**config.mk**
```make
export PLATFORM = sky130hd
export DESIGN_NAME = branch_target_buffer
export DESIGN_NICKNAME = d
export VERILOG_FILES = /design/src/rtl/branch_target_buffer_pkg.sv /design/src/rtl/branch_target_buffer_sat_counter2.sv /design/src/rtl/branch_target_buffer.sv
export SDC_FILE = /design/constraint.sdc
export NUM_CORES = 2
export LEC_CHECK = 0
export CAP_MARGIN = 30
export CORE_UTILIZATION = 45
export DETAILED_ROUTE_END_ITERATION = 16
export PLACE_DENSITY_LB_ADDON = 0.08
export SYNTH_ARGS = -nofsm -noshare
export SYNTH_HDL_FRONTEND = slang
export SYNTH_SLANG_ARGS = --single-unit
```
**constraint.sdc**
```tcl
create_clock -name i_clk -period 6.55 [get_ports i_clk]
set_input_delay 0.9825 -clock i_clk [delete_from_list [all_inputs] [get_ports i_clk]]
set_output_delay 0.9825 -clock i_clk [all_outputs]
set_load 0.02 [all_outputs]
```
**src/rtl/branch_target_buffer_pkg.sv**
```systemverilog
// Shared definitions for the branch target buffer: control-transfer opcodes,
// array geometry and the packed entry layout.
package branch_target_buffer_pkg;

    localparam logic [6:0] B_type = 7'b1100011;
    localparam logic [6:0] JAL    = 7'b1101111;
    localparam logic [6:0] JALR   = 7'b1100111;
    localparam logic [6:0] R_type = 7'b0110011;

    localparam int BTB_ENTRIES = 16;
    localparam int BTB_IDX_W   = $clog2(BTB_ENTRIES);

    // Tag covers every PC bit above the index; pc[1:0] is never stored.
    function automatic int tag_width(input int idx_w);
        return 30 - idx_w;
    endfunction

    localparam int TAG_W = tag_width(BTB_IDX_W);

    localparam logic [1:0] CTR_RESET = 2'b01;
    localparam logic [1:0] CTR_WEAK  = 2'b10;
    localparam logic [1:0] CTR_STRONG = 2'b11;

    typedef struct packed {
        logic             valid;
        logic [TAG_W-1:0] tag;
        logic [31:0]      target;
        logic [1:0]       ctr;
    } btb_entry_t;

    localparam btb_entry_t ENTRY_RESET = '{valid: 1'b0, tag: '0, target: 32'h0, ctr: CTR_RESET};

endpackage

```
**src/rtl/branch_target_buffer_sat_counter2.sv**
```systemverilog
// Two-bit saturating up/down counter next-state logic used when training
// the direction of a conditional branch.
module sat_counter2 (
    input  logic [1:0] ctr_i,
    input  logic       taken_i,
    output logic [1:0] ctr_o
);

    // Saturate at 11 on taken and at 00 on not-taken.
    always_comb begin
        ctr_o = ctr_i;
        case ({taken_i, ctr_i})
            3'b1_00: ctr_o = 2'b01;
            3'b1_01: ctr_o = 2'b10;
            3'b1_10: ctr_o = 2'b11;
            3'b1_11: ctr_o = 2'b11;
            3'b0_00: ctr_o = 2'b00;
            3'b0_01: ctr_o = 2'b00;
            3'b0_10: ctr_o = 2'b01;
            3'b0_11: ctr_o = 2'b10;
            default: ctr_o = ctr_i;
        endcase
    end

endmodule

```
**src/rtl/branch_target_buffer.sv**
```systemverilog
// Direct-mapped BTB with 2-bit direction counters: zero-latency lookup on the
// fetch PC, training from the resolved EX-stage control transfer.
module branch_target_buffer
    import branch_target_buffer_pkg::*;
#(
    parameter  int ENTRIES = BTB_ENTRIES,
    localparam int IDX_W   = $clog2(ENTRIES)
) (
    input  logic        i_clk,
    input  logic        i_rst_n,
    input  logic [31:0] i_if_pc,
    output logic        o_pc_sel_BTB,
    output logic [31:0] o_pc_BTB,
    output logic        o_btb_hit,
    input  logic        i_ex_valid,
    input  logic [31:0] i_ex_pc,
    input  logic [6:0]  i_ex_opcode,
    input  logic        i_ex_taken,
    input  logic [31:0] i_ex_target
);

    btb_entry_t mem_q [ENTRIES];

    logic [IDX_W-1:0] if_idx_s;
    logic [TAG_W-1:0] if_tag_s;
    btb_entry_t       if_ent_s;
    logic [IDX_W-1:0] ex_idx_s;
    logic [TAG_W-1:0] ex_tag_s;
    btb_entry_t       ex_ent_s;
    logic             ex_hit_s;
    logic             is_br_s;
    logic             is_jmp_s;
    logic [1:0]       ctr_step_s;
    logic             wr_en_d;
    btb_entry_t       entry_d;

    assign if_idx_s = i_if_pc[IDX_W+1:2];
    assign if_tag_s = TAG_W'(i_if_pc >> (IDX_W + 2));
    assign if_ent_s = mem_q[if_idx_s];

    assign ex_idx_s = i_ex_pc[IDX_W+1:2];
    assign ex_tag_s = TAG_W'(i_ex_pc >> (IDX_W + 2));
    assign ex_ent_s = mem_q[ex_idx_s];
    assign ex_hit_s = ex_ent_s.valid && (ex_ent_s.tag == ex_tag_s);
    assign is_br_s  = (i_ex_opcode == B_type);
    assign is_jmp_s = (i_ex_opcode == JAL) || (i_ex_opcode == JALR);

    sat_counter2 u_sat_counter2 (
        .ctr_i   (ex_ent_s.ctr),
        .taken_i (i_ex_taken),
        .ctr_o   (ctr_step_s)
    );

    // Lookup path: reads pre-update contents, so same-cycle training is invisible.
    always_comb begin
        o_btb_hit    = if_ent_s.valid && (if_ent_s.tag == if_tag_s);
        o_pc_sel_BTB = o_btb_hit && if_ent_s.ctr[1];
        if (o_pc_sel_BTB) begin
            o_pc_BTB = if_ent_s.target;
        end else begin
            o_pc_BTB = i_if_pc + 32'd4;
        end
    end

    // Training decision: refresh on hit, allocate only on a taken miss.
    always_comb begin
        wr_en_d = 1'b0;
        entry_d = ex_ent_s;
        if (i_ex_valid && (is_br_s || is_jmp_s)) begin
            if (ex_hit_s) begin
                wr_en_d     = 1'b1;
                entry_d.ctr = is_jmp_s ? CTR_STRONG : ctr_step_s;
                if (i_ex_taken) begin
                    entry_d.target = i_ex_target;
                end else begin
                    entry_d.target = ex_ent_s.target;
                end
            end else if (i_ex_taken) begin
                wr_en_d        = 1'b1;
                entry_d.valid  = 1'b1;
                entry_d.tag    = ex_tag_s;
                entry_d.target = i_ex_target;
                entry_d.ctr    = is_jmp_s ? CTR_STRONG : CTR_WEAK;
            end else begin
                wr_en_d = 1'b0;
            end
        end else begin
            wr_en_d = 1'b0;
        end
    end

    // Flop array so a single reset clears every entry at once.
    always_ff @(posedge i_clk or negedge i_rst_n) begin
        if (!i_rst_n) begin
            for (int i = 0; i < ENTRIES; i++) begin
                mem_q[i] <= ENTRY_RESET;
            end
        end else if (wr_en_d) begin
            mem_q[ex_idx_s] <= entry_d;
        end
    end

endmodule

```
==> reports/metrics.csv <==
stage,metric,value,unit
power_and_ir_drop,p_total,13.55,mW
sta,tightestPinTransition,1027,ps
critical_path,endpoint,o_pc_sel_BTB,
critical_path,slowest_stage,clkdlybuf4s50_1,
cts,ctsLongestPathBuffers,3,
critical_path,required,5570,ps
place,port_buffers,138,
finish,final_cell_count_no_fill,6177,
cts,cts_tree,yes,
critical_path,r2r-end,mem_q[671],
cts,post_cts_buffers,0,
synth,synth_edf_count,0,
critical_path,crit_arrival,5380,ps
detailed_routing,vias,36895,
finish,multi_input_area,25740,µm²
finish,fin_util,0.5175,
synth,yosysSeqAreaShare,0.4698,
finish,layout-drive-gt1-share,0.2154,
global_route,grt_pass1_wl,254100,µm
detailed_routing,finalWirelength,167000,µm
sta,max_freq,0.1572,GHz
place,place_congestion,0.8446,
synth,synth_fp_nets,4683,
power_and_ir_drop,power_density,228.7,nW/µm²
critical_path,ff2ff_path_depth,12,
finish,nFillCells,10146,
critical_path,worstPathCellList,buf_8 -> buf_12 -> buf_12 -> buf_12 -> mux4_2 -> mux4_2 -> xnor2_1 -> nand4_1 -> nor3b_1 -> nand4_1 -> nor4bb_1 -> buf_4 -> nor2b_1 -> clkdlybuf4s50_1,
power_and_ir_drop,peakVddDrop,0.1844,mV
cts,cts_made_buffers,109,
synth,yosysUniqueCellTypes,66,
floorplan,num_rows,124,
detailed_routing,postRouteAntennaNets,0,
detailed_routing,detail_route.wl_per_cell,27.04,µm
cts,cts_root_buf,clkbuf_16,
synth,avgSynthCellArea,11.37,µm²
detailed_routing,viasPerCell,5.973,
synth,async_reset_ff_frac,1.000,
global_route,first_global_vias,37197,
synth,ys_seq_elements,976,
critical_path,startpoint_type,input port,
finish,largest_reg_flops,976,
sta,post-route-period-util,0.9714,
sta,setup_viol,0,
floorplan,io_pins,141,
detailed_routing,met2WireLength,77170,µm
synth,netlist_instances,4575,
critical_path,path_common_cell,buf_12,
critical_path,path_class,input port to output port,
finish,regMostFlops,mem_q,
critical_path,max_stage_delay,620,ps
critical_path,critPathCaptureType,output port,
finish,layout_common_cells,"nand2_1 (990), dfrtp_1 (960), o21ai_0 (845), mux4_2 (520), buf_4 (176)",
cts,htree_levels,3,
global_route,antenna_found_initial,7,
sta,max_slew_margin,0.3150,
critical_path,r2r_slack,1740,ps
detailed_routing,first_pass_iters,11,
sta,layout_min_cycle_time,6362,ps
detailed_routing,wl_met3,9490,µm
detailed_routing,drt_iter0_markers,2967,
synth,synth_ff_type,dfrtp_1,
global_route,grt_remaining_overflow,0,
run_status,status,finished with violations,
finish,seq_area,24440,µm²
cts,cts_sinks,976,
critical_path,cp-startpoint,i_if_pc[2],
place,dp_cells,5981,
critical_path,timing.rr.start,mem_q[299],
sta,hold_viol_final,0,
floorplan,dieArea,117000,µm²
cts,hold_buffers,0,
finish,largestRegisters,mem_q: 976 flops,
global_route,grtUsageTotal,0.2931,
synth,synth_warnings,0,
critical_path,cp_max_fo,30,
sta,fin_skew,33.10,ps
finish,n_antenna_cell,0,
synth,syn-cell-area,52020,µm²
power_and_ir_drop,p_leak,24.81,nW
floorplan,die_y,342.0,µm
detailed_routing,drcViolationCount,18,
floorplan,core,114500,µm²
run_status,violations,design-rule violations,
sta,slew_viol_final,0,
cts,clock_latency,710,ps
floorplan,dieWidth,342.0,µm
finish,nets,4690,
run,max-cap-violations,0,
min_path,hold_path.class,input port to async pin,
cts,cts.clk_slew.worst_paths,60,ps
place,dp_hpwl,103900,µm
sta,rsz0062_at_grt,no,
global_route,grt_max_degree,168,
finish,final_common_cell,nand2_1,
detailed_routing,highest_layer,met5,
cts,post_cts_resized,0,
sta,tns,0,ps
floorplan,initial_core_util,0.4544,
detailed_routing,wl_met1,75410,µm
finish,area_delta_synth_final,13.89,%
[layout make-up]
| cell class | count | share of cell area |
|---|---|---|
| clock buffer | 148 | 0.05296 |
| timing repair buffer | 342 | 0.05668 |
| tap | 1512 | 0.03193 |
| multi-input combinational | 3137 | 0.4344 |
| inverter | 16 | 0.001056 |
| sequential | 976 | 0.4126 |
| clock inverter | 46 | 0.01045 |
[worst min-delay path by stage]
stage | start | to | slack (ps) | depth (start not counted)
CTS | i_rst_n | mem_q[376] | 270 | 1
finish | i_rst_n | mem_q[376] | 260 | 1
floorplan | mem_q[60] | mem_q[60] | 450 | 1
global route | i_rst_n | mem_q[376] | 310 | 1
detailed placement | mem_q[365] | mem_q[365] | 470 | 1
global placement | mem_q[792] | mem_q[792] | 470 | 1
[critical path: cells and delay by family]
family	cells	cell delay, ps
xor+xnor	1	330
buf+inv	6	1700
simple gates	5	1250
mux	2	1020
[Yosys cell counts (3+ instances only)]
cell | count | share of area
buf_4 | 14 | 0.0020
buf_2 | 88 | 0.0085
nor4_1 | 5 | 0.00060
o22ai_1 | 14 | 0.0017
a21oi_1 | 33 | 0.0032
or2_2 | 5 | 0.00060
clkbuf_1 | 303 | 0.022
and3_1 | 8 | 0.00096
or3_1 | 4 | 0.00048
a22oi_1 | 29 | 0.0042
o211ai_1 | 3 | 0.00043
dfrtp_1 | 960 | 0.46
mux2_2 | 58 | 0.013
a211oi_1 | 24 | 0.0035
a22o_1 | 6 | 0.0010
dfstp_2 | 16 | 0.0081
xor2_1 | 27 | 0.0045
nand2b_1 | 23 | 0.0028
mux2i_1 | 163 | 0.031
a31oi_1 | 3 | 0.00036
mux2_1 | 20 | 0.0043
o21ai_1 | 116 | 0.011
nand2_1 | 991 | 0.072
nand4_1 | 28 | 0.0034
nor2_1 | 33 | 0.0024
buf_1 | 36 | 0.0026
o21ai_0 | 846 | 0.081
o221ai_1 | 4 | 0.00067
nor3_1 | 18 | 0.0017
buf_6 | 4 | 0.00087
nor3b_1 | 3 | 0.00043
inv_1 | 16 | 0.0012
nor2b_1 | 26 | 0.0031
nand3_1 | 26 | 0.0025
xnor2_1 | 55 | 0.0093
o31ai_1 | 3 | 0.00043
mux4_2 | 520 | 0.23
and2_1 | 7 | 0.00084
[metal layers]
layer / up-vias / GRT usage
li1: 16721 / -
met1: 18964 / 0.4285
met2: 988 / 0.4568
met3: 218 / 0.03989
met4: 4 / 0.08901
met5: - / 0
[stage by stage]
stage	setup slack, ps	area (µm²)	hold WS, ps
floorplan	478.0	52020	446.1
global placement	282.4	55230	465.1
detailed placement	303.4	55440	470.9
CTS	247.1	59200	273.8
global route	54.32	59250	308.2
finish	187.5	59250	258.2
[kinds of logic (layout without fill, tap and decap cells)]
kind of cell    Yosys count  after routing  share of synthesized area
simple gates           1188           1188                    0.09336
compound gates         1105           1105                     0.1123
flops                   976            976                     0.4698
fa+ha+maj                 1              1                  0.0002405
xor+xnor                 82             82                    0.01380
buf+inv                 462            552                    0.03706
mux                     761            761                     0.2734
[power by group]
group	switching, mW	total, mW	internal (mW)
registers	0.0134	6.06	6.05
logic	0.653	1.02	0.363
clock network	2.62	6.47	3.85
(Power assumes the default switching activity.)
